## src/rtl/seg7_pkg.sv

```systemverilog
// Shared constants for the seven-segment display path.
// Segment bit 0 is segment a and bit 6 is segment g; all segments are active-high.
package seg7_pkg;
  localparam int NUM_DIGITS = 4;

  localparam logic [6:0] SEG_BLANK = 7'h00;

  localparam logic [6:0] SEG_0 = 7'h3F;
  localparam logic [6:0] SEG_1 = 7'h06;
  localparam logic [6:0] SEG_2 = 7'h5B;
  localparam logic [6:0] SEG_3 = 7'h4F;
  localparam logic [6:0] SEG_4 = 7'h66;
  localparam logic [6:0] SEG_5 = 7'h6D;
  localparam logic [6:0] SEG_6 = 7'h7D;
  localparam logic [6:0] SEG_7 = 7'h07;
  localparam logic [6:0] SEG_8 = 7'h7F;
  localparam logic [6:0] SEG_9 = 7'h6F;
  localparam logic [6:0] SEG_A = 7'h77;
  localparam logic [6:0] SEG_B = 7'h7C;
  localparam logic [6:0] SEG_C = 7'h39;
  localparam logic [6:0] SEG_D = 7'h5E;
  localparam logic [6:0] SEG_E = 7'h79;
  localparam logic [6:0] SEG_F = 7'h71;
endpackage

```

## src/rtl/seg7_decode.sv

```systemverilog
// Combinational hex-to-segment decoder.
// The output is active-high, with bit 0 driving segment a.
module seg7_decode
  import seg7_pkg::*;
(
  input  logic [3:0] i_val,
  output logic [6:0] o_seg
);
  always_comb begin
    o_seg = SEG_BLANK;
    case (i_val)
      4'h0: o_seg = SEG_0;
      4'h1: o_seg = SEG_1;
      4'h2: o_seg = SEG_2;
      4'h3: o_seg = SEG_3;
      4'h4: o_seg = SEG_4;
      4'h5: o_seg = SEG_5;
      4'h6: o_seg = SEG_6;
      4'h7: o_seg = SEG_7;
      4'h8: o_seg = SEG_8;
      4'h9: o_seg = SEG_9;
      4'hA: o_seg = SEG_A;
      4'hB: o_seg = SEG_B;
      4'hC: o_seg = SEG_C;
      4'hD: o_seg = SEG_D;
      4'hE: o_seg = SEG_E;
      4'hF: o_seg = SEG_F;
      default: o_seg = SEG_BLANK;
    endcase
  end
endmodule

```

## src/rtl/seg7_history_scan.sv

```systemverilog
// Tracks the last four distinct input values and scans them onto a 4-digit display.
// Digit 0 always shows the newest value; the module also keeps a saturating count of changes.
module seg7_history_scan
  import seg7_pkg::*;
#(
  parameter int SCAN_DIV = 4
) (
  input  logic       clk,
  input  logic       rst,
  input  logic [3:0] din,
  input  logic       hold,
  output logic [6:0] seg,
  output logic [3:0] an,
  output logic [7:0] changes
);
  localparam logic [15:0] PCNT_MAX = 16'(SCAN_DIV - 1);

  logic [3:0]                  r_din_q;
  logic [NUM_DIGITS-1:0][3:0]  r_hist;
  logic [15:0]                 r_pcnt;
  logic [1:0]                  r_idx;
  logic [7:0]                  r_changes;
  logic [6:0]                  r_seg;
  logic [3:0]                  r_an;

  logic                        w_chg;
  logic                        w_wrap;
  logic [NUM_DIGITS-1:0][3:0]  w_hist_next;
  logic [1:0]                  w_idx_next;
  logic [6:0]                  w_seg_next;

  assign w_chg  = (din != r_din_q);
  assign w_wrap = (r_pcnt == PCNT_MAX);

  // The display path uses next-state values, so a new value can appear in the same cycle it arrives.
  assign w_hist_next = (w_chg && !hold) ? {r_hist[NUM_DIGITS-2:0], din} : r_hist;
  assign w_idx_next  = w_wrap ? r_idx + 2'd1 : r_idx;

  seg7_decode u_dec (
    .i_val (w_hist_next[w_idx_next]),
    .o_seg (w_seg_next)
  );

  always_ff @(posedge clk) begin
    if (rst) begin
      r_din_q   <= 4'h0;
      r_hist    <= '0;
      r_pcnt    <= 16'd0;
      r_idx     <= 2'd0;
      r_changes <= 8'd0;
      r_an      <= 4'b0001;
      r_seg     <= SEG_0;
    end else begin
      if (w_chg) begin
        r_din_q <= din;
        if (r_changes != 8'hFF) r_changes <= r_changes + 8'd1;
      end
      r_hist <= w_hist_next;
      r_pcnt <= w_wrap ? 16'd0 : r_pcnt + 16'd1;
      r_idx  <= w_idx_next;
      r_an   <= 4'b0001 << w_idx_next;
      r_seg  <= w_seg_next;
    end
  end

  assign seg     = r_seg;
  assign an      = r_an;
  assign changes = r_changes;
endmodule

```

## config.mk

```make
export PLATFORM = sky130hd
export DESIGN_NAME = seg7_history_scan
export DESIGN_NICKNAME = d
export VERILOG_FILES = /design/src/rtl/seg7_pkg.sv /design/src/rtl/seg7_decode.sv /design/src/rtl/seg7_history_scan.sv
export SDC_FILE = /design/constraint.sdc
export NUM_CORES = 1
export LEC_CHECK = 0
export BUFFER_PORTS_ARGS = -buffer_cell sky130_fd_sc_hd__buf_2
export CORE_MARGIN = 2
export CORE_UTILIZATION = 55
export CTS_BUF_LIST = sky130_fd_sc_hd__clkbuf_4
export CTS_CLUSTER_SIZE = 28
export DETAILED_ROUTE_END_ITERATION = 10
export PLACE_DENSITY = 0.75
export SKIP_CTS_REPAIR_TIMING = 1
export SLEW_MARGIN = 30
export SYNTH_ARGS = -nofsm -noshare
export SYNTH_HDL_FRONTEND = slang
export SYNTH_SLANG_ARGS = --single-unit
export TNS_END_PERCENT = 20
```

## constraint.sdc

```tcl
create_clock -name clk -period 3.9 [get_ports clk]
set_input_delay 0.585 -clock clk [delete_from_list [all_inputs] [get_ports clk]]
set_output_delay 0.585 -clock clk [all_outputs]
set_load 0.005 [all_outputs]
```

==> results of run 1 <==
## metal layers
metal / track usage (%) / vias to the layer above / share of wire [%]
li1: - / 979 / -
met1: 23.6 / 884 / 48
met2: 31.1 / 14 / 48
met3: 3.87 / 8 / 2.6
met4: 9.88 / 0 / 1.3
met5: 0 / - / 0
## layout make-up
cell class	instances	area share, %
flip-flops and latches	57	39.0
repair buffers	27	4.78
clock inverters	7	2.90
clock buffers	9	2.31
multi-input cells	193	47.8
inverters	7	0.897
well taps	54	2.31
## layout by cell type (no fill, tap or decap), types with 3 or more instances in the layout
| master | netlist | layout |
|---|---|---|
| a21o_1 | 3 | 3 |
| xor2_1 | 13 | 13 |
| nand3_1 | 7 | 7 |
| nor2b_1 | 4 | 4 |
| clkbuf_4 | 0 | 9 |
| inv_1 | 7 | 7 |
| mux2i_1 | 24 | 24 |
| or3_1 | 5 | 5 |
| ha_1 | 9 | 9 |
| nand2_1 | 9 | 9 |
| dfxtp_1 | 57 | 57 |
| nor2_1 | 53 | 53 |
| o221ai_1 | 3 | 3 |
| buf_2 | 1 | 25 |
| nand4_1 | 4 | 4 |
| and3_1 | 8 | 8 |
| xnor2_1 | 14 | 14 |
| and2_1 | 3 | 3 |
| nor3_1 | 3 | 3 |
## worst reg2reg max path: stages (launching register included)
cell and delay (ns):
dfxtp_1 0.38, ha_1 0.21, or4b_1 0.53, nor4_4 0.24
xor3_1 0.43, or2_2 0.29, a31oi_1 0.21, a21o_1 0.22
inv_1 0.11, ha_1 0.23, inv_1 0.11, nor3_1 0.08
a2111oi_2 0.35
## cell families (layout without fill, tap and decap cells)
group	count (synthesis)	in the layout	synth area share, %
and+or+nand+nor	107	107	20.9
DFF	57	57	43.8
muxes	30	30	12.2
xor gates and xnor gates	28	28	10.0
AOI/OAI and AO/OA	19	19	6.15
buffers and inverters	16	50	2.64
adders and majority gates	9	9	4.32
## path summary, 6_finish.rpt
path | from | end | slack, ns | depth (start not counted)
max | r_pcnt[0] | seg[6] | 0.40 | 12
min | din[3] | r_din_q[3] | 0.44 | 2
max reg2reg | r_pcnt[0] | seg[6] | 0.40 | 12
min reg2reg | r_pcnt[0] | r_pcnt[0] | 0.47 | 1
## per-stage QoR
stage               power [mW]  hold WS, ns  instances
floorplan                0.819        0.426        266
global placement         0.873        0.441        338
detailed placement       0.877        0.454        338
CTS                       1.35        0.425        354
global route              1.40        0.444        354
finish                    1.34        0.441        354
## where the power goes
part           internal (mW)  leakage [nW]  switching (mW)  total [mW]
clock network          0.254        0.0808           0.222       0.476
logic                  0.108         0.744           0.127       0.235
registers              0.613         0.464          0.0157       0.629
total                  0.975          1.29           0.365        1.34
## state kept, by name, indices dropped and copies added (netlist names)
| register | cells |
|---|---|
| seg | 7 |
| r_din_q | 4 |
| changes | 8 |
| r_idx | 2 |
| r_pcnt | 16 |
| an | 4 |
| r_hist | 16 |
==> flow_summary.json, run 1 <==
{
  "skew_ns": 0.0116,
  "final_area_mm2": 0.00293,
  "synth_common_cells": "57 x dfxtp_1, 53 x nor2_1, 24 x mux2i_1",
  "synth_cells": 266,
  "power_density_mw_per_mm2": 457,
  "ys_seq_elements": 57,
  "syn_area_mm2": 0.00260,
  "crit_buf_inv": 2,
  "cts.sinks": 57,
  "yosysMostFrequentCell": "dfxtp_1",
  "setup_viol_count_final": 0,
  "wl_per_cell_um": 12.9,
  "dr_total_vias": 1885,
  "root_buffer": "clkbuf_4",
  "cts_made_buffers": 9,
  "antenna_found_initial": 0,
  "status": "finished clean",
  "drc": 0,
  "die_x_um": 72.8,
  "ys.flop_type": "dfxtp_1",
  "cp.arrival_ns": 3.79,
  "grt_pass1_wl_mm": 7.84,
  "crit_family": "simple AND/OR/NAND/NOR gates",
  "io_buffers": 25,
  "drive_gt1_share_pct": 18.7,
  "hold_viol_final": 0,
  "via_per_inst": 5.32,
  "synth.top_cells.by_area": "dfxtp_1 44%, mux2i_1 9.2%, nor2_1 7.6%",
  "grt_max_degree": 39,
  "track_usage_pct": 19.0,
  "hpwlAfterDp_mm": 3.15,
  "min_period_ns": 3.50,
  "worstPathMaxFanout": 5,
  "cts_tree": "built",
  "dieArea_mm2": 0.00530,
  "leakage_nw": 1.29,
  "layout_setup_ws_ns": 0.404,
  "ys_warn_count": 0,
  "overflow": 0,
  "synth-async-reset-ratio_pct": 0,
  "cp_slowest_cell": "or4b_1",
  "start_kind": "flop",
  "syn_nets": 282,
  "cts_htree_levels": 3,
  "fin_util_pct": 63.3,
  "antenna_cells": 0,
  "grt_pass1_vias": 1808,
  "rows": 25,
  "synth_top_area_cell": "dfxtp_1",
  "n_fill_cell": 392,
  "worstSetupEndpointType": "flop",
  "final-max-slew-violation-count": 0,
  "clock_latency_ns": 0.40,
  "core_area_mm2": 0.00463,
  "maxCapViolations": 0,
  "min_period_over_period_pct": 89.6,
  "max_freq_mhz": 286,
  "max_stage_delay_ns": 0.53,
  "start_util_pct": 56.2,
  "routabilityCongestion": 0.896,
  "crit_chain": "ha_1 -> or4b_1 -> nor4_4 -> xor3_1 -> or2_2 -> a31oi_1 -> a21o_1 -> inv_1 -> ha_1 -> inv_1 -> nor3_1 -> a2111oi_2",
  "ys_seq_area_share_pct": 43.8,
  "io_pins": 26,
  "drt_first_pass_iters": 5,
  "slew_headroom_pct": 38.9,
  "syn_area_per_cell_um2": 9.79,
  "pre_cts_ws_ns": 0.471,
  "crit_type": "flop to flop",
  "tns_ns": 0,
  "nets": 311,
  "area.growth.synth_to_final_pct": 12.5,
  "hold_path_class": "primary input to flop",
  "ys_types": 45,
  "rsz0062_at_grt": "no",
  "synth_top_cell_area_share_pct": 43.8,
  "ant_nets": 0,
  "die_height_um": 72.8,
  "clk_path_buf_depth": 2,
  "vdd_drop_max_mv": 0.208,
  "regArea_mm2": 0.00114,
  "wl_mm": 4.56,
  "worst_pin_slew_ns": 0.911,
  "place_area_mm2": 0.00278,
  "synth_edf_count": 0,
  "first_iter_violations": 69,
  "clk_pin_slew_ns": 0.10,
  "multi_input_area_mm2": 0.00140,
  "required_ns": 4.20
}
Note: power is estimated with default switching activity, not from simulation.
==> run 2, diff against run 1 <==
==> constraint.sdc (replaced) <==
create_clock -name clk -period 3.8 [get_ports clk]
set_input_delay 0.57 -clock clk [delete_from_list [all_inputs] [get_ports clk]]
set_output_delay 0.57 -clock clk [all_outputs]
set_load 0.005 [all_outputs]
==> run 2 against run 1 <==
Net effect: setup slack worse by 0.060 ns; largest power group unchanged; critical endpoint unchanged; clock power down 13%; utilization down 0.65 points; count of clock-buffer cells in the layout up 1.
==> flow_summary.json, run 2 (synthesis results as in run 1) <==
{
  "status": "finished clean",
  "final-max-slew-violation-count": 0,
  "start_kind": "flop",
  "core_area_mm2": 0.00463,
  "grt_max_degree": 39,
  "drc": 0,
  "cts_tree": "built",
  "min_period_over_period_pct": 90.9,
  "root_buffer": "clkbuf_4",
  "antenna_cells": 0,
  "nets": 311,
  "slew_headroom_pct": 37.9,
  "via_per_inst": 5.32,
  "grt_pass1_wl_mm": 7.73,
  "hold_viol_final": 0,
  "combinationalPowerShare_pct": 18.6,
  "fin_util_pct": 62.6,
  "min_period_ns": 3.46,
  "drive_gt1_share_pct": 18.4,
  "hold_path_class": "primary input to flop",
  "track_usage_pct": 18.7,
  "intPower_mw": 0.938,
  "maxCapViolations": 0,
  "die_x_um": 72.8,
  "cp.arrival_ns": 3.74,
  "crit_type": "flop to flop",
  "required_ns": 4.08,
  "antenna_found_initial": 0,
  "grt_pass1_vias": 1786,
  "start_util_pct": 56.2,
  "tns_ns": 0,
  "cts_made_buffers": 9,
  "io_buffers": 25,
  "hpwlAfterDp_mm": 3.18,
  "ant_nets": 0,
  "final_cell_mix": "57 x dfxtp_1, 53 x nor2_1, 25 x buf_2",
  "rsz0062_at_grt": "no",
  "pre_cts_ws_ns": 0.382,
  "power.share.clock_pct": 31.7,
  "power_frac_seq_pct": 49.7,
  "layout_setup_ws_ns": 0.344,
  "r2r_cells": 12,
  "routabilityCongestion": 0.896,
  "power_density_mw_per_mm2": 448,
  "placed_cells": 338,
  "dieArea_mm2": 0.00530,
  "cts.sinks": 57,
  "die_height_um": 72.8,
  "wl_mm": 4.54,
  "cts_htree_levels": 3,
  "overflow": 0,
  "instances_no_fill": 353,
  "worst_pin_slew_ns": 0.925,
  "first_iter_violations": 69,
  "clk_path_buf_depth": 2,
  "io_pins": 26,
  "worstPathMaxFanout": 5,
  "max_freq_mhz": 289,
  "clk_pin_slew_ns": 0.10,
  "switchingPower_mw": 0.361,
  "rows": 25,
  "clock_latency_ns": 0.40,
  "wl_per_cell_um": 12.9,
  "vdd_drop_max_mv": 0.261,
  "whs_path_depth": 2,
  "dr_total_vias": 1879,
  "skew_ns": 0.0182,
  "final_common_cell": "dfxtp_1",
  "ff2ff_setup_slack_ns": 0.34,
  "switching_share_pct": 27.8,
  "setup_viol_count_final": 0,
  "area.growth.synth_to_final_pct": 11.3,
  "worstSetupEndpointType": "flop",
  "leakage_nw": 1.28,
  "finalPower_mw": 1.30,
  "drt_first_pass_iters": 5
}
==> run 2: cell types whose count changed in the layout (fill, tap and decap cells not counted), sizes merged <==
cell      delta
bufinv       -1
clkbuf       +1
clkinvlp     -1
==> run 2: cell type report <==
type,count,area (um2)
tap,54,67.6
inverter,7,26.3
timing repair buffer,27,140
clock inverter,5,47.5
multi-input combinational,193,1400
fill,417,1730
clock buffer,10,75.1
sequential,57,1140
==> run 2: final timing paths <==
check / startpoint / to
max reg2reg: r_pcnt[0] / seg[6]
max: r_pcnt[0] / seg[6]
min reg2reg: r_idx[1] / an[1]
min: din[3] / r_din_q[3]
==> run 2: power by group through the flow <==
stage	clock [mW]	sequential [mW]	combinational, mW
3_3_place_gp	0	0.659	0.237
2_1_floorplan	0	0.661	0.180
5_1_grt	0.447	0.651	0.269
4_1_cts	0.421	0.646	0.242
3_5_place_dp	0	0.660	0.239
6_report	0.412	0.646	0.241
==> run 2: worst max-delay path, cell delays in order (launching register included) <==
cell	delay (ns)
dfxtp_1	0.38
ha_1	0.21
or4b_1	0.52
nor4_4	0.24
xor3_1	0.43
or2_2	0.29
a31oi_1	0.21
a21o_1	0.21
inv_1	0.11
ha_1	0.22
inv_1	0.11
nor3_1	0.08
a2111oi_2	0.34
==> run 2: routing by layer <==
layer / routed length, um / global-route usage (%) / vias up
li1: - / - / 967
met1: 2120 / 22.8 / 885
met4: 95 / 9.88 / 0
met2: 2200 / 31.1 / 17
met3: 127 / 3.87 / 10
met5: 0 / 0 / -
==> run 2: through the flow <==
stage	instance area, um2	hold WS [ns]
after floorplan	2600	0.426
after global placement	2780	0.441
after detailed placement	2780	0.454
after CTS	2900	0.428
after global routing	2900	0.447
final	2900	0.436
==> run 3, diff against run 2 <==
--- a/config.mk
+++ b/config.mk
@@ -6,12 +6,11 @@
 export NUM_CORES = 1
 export LEC_CHECK = 0
 export BUFFER_PORTS_ARGS = -buffer_cell sky130_fd_sc_hd__buf_2
-export CORE_MARGIN = 2
 export CORE_UTILIZATION = 55
 export CTS_BUF_LIST = sky130_fd_sc_hd__clkbuf_4
 export CTS_CLUSTER_SIZE = 28
 export DETAILED_ROUTE_END_ITERATION = 10
-export PLACE_DENSITY = 0.75
+export PLACE_DENSITY = 0.78
 export SKIP_CTS_REPAIR_TIMING = 1
 export SLEW_MARGIN = 30
 export SYNTH_ARGS = -nofsm -noshare
==> constraint.sdc (replaced) <==
create_clock -name clk -period 3.1 [get_ports clk]
set_input_delay 0.465 -clock clk [delete_from_list [all_inputs] [get_ports clk]]
set_output_delay 0.465 -clock clk [all_outputs]
set_load 0.005 [all_outputs]
==> run 3 against run 2 <==
Net effect: critical endpoint unchanged; sequential power grew 23%; combinational power rose by 59%; largest cell class unchanged; count of clock-buffer cells in the layout did not move; utilization grew 9.4 points; sequential share of layout area is 3.6 points lower.
==> flow_summary.json, run 3 (synthesis results as in run 1) <==
{
  "grt_max_degree": 33,
  "max_freq_mhz": 331,
  "antenna_found_initial": 0,
  "cts.sinks": 57,
  "wl_mm": 4.83,
  "routabilityCongestion": 0.869,
  "cp_slowest_cell": "or4_4",
  "worstSetupEndpointType": "flop",
  "overflow": 0,
  "area.growth.synth_to_final_pct": 23.0,
  "min_period_ns": 3.03,
  "skew_ns": 0.00643,
  "start_kind": "flop",
  "slew_headroom_pct": 59.5,
  "via_per_inst": 5.31,
  "worst_pin_slew_ns": 0.602,
  "start_util_pct": 58.6,
  "cp.arrival_ns": 3.32,
  "antenna_cells": 0,
  "setup_viol_count_final": 0,
  "io_buffers": 25,
  "hpwlAfterDp_mm": 3.45,
  "drive_gt1_share_pct": 29.9,
  "final_cell_mix": "53 x nor2_1, 53 x dfxtp_1, 26 x buf_4",
  "ant_nets": 0,
  "hold_viol_final": 0,
  "hold_path_class": "primary input to flop",
  "wl_per_cell_um": 12.8,
  "vdd_drop_max_mv": 0.287,
  "clk_path_buf_depth": 2,
  "drc": 0,
  "required_ns": 3.40,
  "track_usage_pct": 21.5,
  "fin_util_pct": 72.0,
  "root_buffer": "clkbuf_4",
  "crit_chain": "or4_4 -> nor4_4 -> xnor2_2 -> or3_1 -> o221ai_1 -> mux2_4 -> buf_4 -> ha_1 -> and3_1 -> a2111oi_2",
  "placed_cells": 358,
  "finalPower_mw": 1.78,
  "status": "finished clean",
  "grt_pass1_wl_mm": 8.34,
  "fin_hold_ws_ns": 0.322,
  "cts_htree_levels": 3,
  "final-max-slew-violation-count": 0,
  "clk_pin_slew_ns": 0.09,
  "min_period_over_period_pct": 97.6,
  "max_stage_delay_ns": 0.56,
  "dr_total_vias": 1995,
  "io_pins": 26,
  "die_x_um": 70.8,
  "worstPathMaxFanout": 8,
  "leakage_nw": 1.42,
  "power_density_mw_per_mm2": 555,
  "cts_tree": "built",
  "core_area_mm2": 0.00444,
  "cts_made_buffers": 9,
  "drt_first_pass_iters": 7,
  "first_iter_violations": 85,
  "maxCapViolations": 0,
  "rows": 24,
  "die_height_um": 70.8,
  "rsz0062_at_grt": "yes",
  "crit_type": "flop to flop",
  "grt_pass1_vias": 1890,
  "instances_no_fill": 376,
  "dieArea_mm2": 0.00501,
  "clock_latency_ns": 0.40,
  "nets": 335,
  "n_fill_cell": 334
}
==> run 3: cell types whose count changed in the layout (fill, tap and decap cells not counted), sizes merged <==
cell,delta
bufinv,+1
buf,+24
==> run 3: stage by stage <==
stage | area (um2) | setup slack (ns) | TNS, ns
3_5_place_dp | 2990 | -0.112 | -0.514
6_report | 3200 | 0.0744 | 0
4_1_cts | 3140 | -0.128 | -0.589
3_3_place_gp | 2990 | -0.0272 | -0.0503
2_1_floorplan | 2660 | -0.00710 | -0.00710
5_1_grt | 3200 | -0.0597 | -0.207
==> run 3: layer usage <==
layer	up-vias	global-route usage [%]	share of wire [%]
met2	26	34.3	49
met5	-	0	0
met3	9	7.69	3.7
li1	1026	-	-
met1	934	26.2	46
met4	0	10.0	1.6
==> run 3: cell type report <==
class	instances	area (um2)	area share, %
multi-input cells	193	1490	46.4
clock inverters	6	82.6	2.58
well taps	52	65.1	2.03
flip-flops and latches	57	1150	35.8
clock buffers	10	75.1	2.34
repair buffers	51	320	10.0
inverters	7	26.3	0.821
==> run 3: worst max-delay path: cells and delay by family, from the launching register on <==
family	cells	cell delay [ns]
AO/OA/AOI/OAI	2	0.41
XOR/XNOR	1	0.24
adder cells (fa/ha/maj)	1	0.19
buffers and inverters	1	0.15
flip-flops	1	0.34
multiplexers	1	0.31
AND/OR/NAND/NOR	4	1.29
==> run 3: final timing paths <==
path                            depth (start not counted)       start          to  slack, ns
worst max-delay path                                   10   r_pcnt[9]      seg[6]       0.07
worst min-delay path                                    2      din[2]  r_din_q[2]       0.32
worst max register to register                         10   r_pcnt[9]      seg[6]       0.07
worst min register to register                          2  r_hist[13]  r_hist[13]       0.50
==> run 3: power by group <==
group          leakage [nW]  internal, mW  switching (mW)  total [mW]
clock                0.0878         0.332           0.267       0.599
combinational         0.868         0.194           0.190       0.384
sequential            0.466         0.772          0.0206       0.793
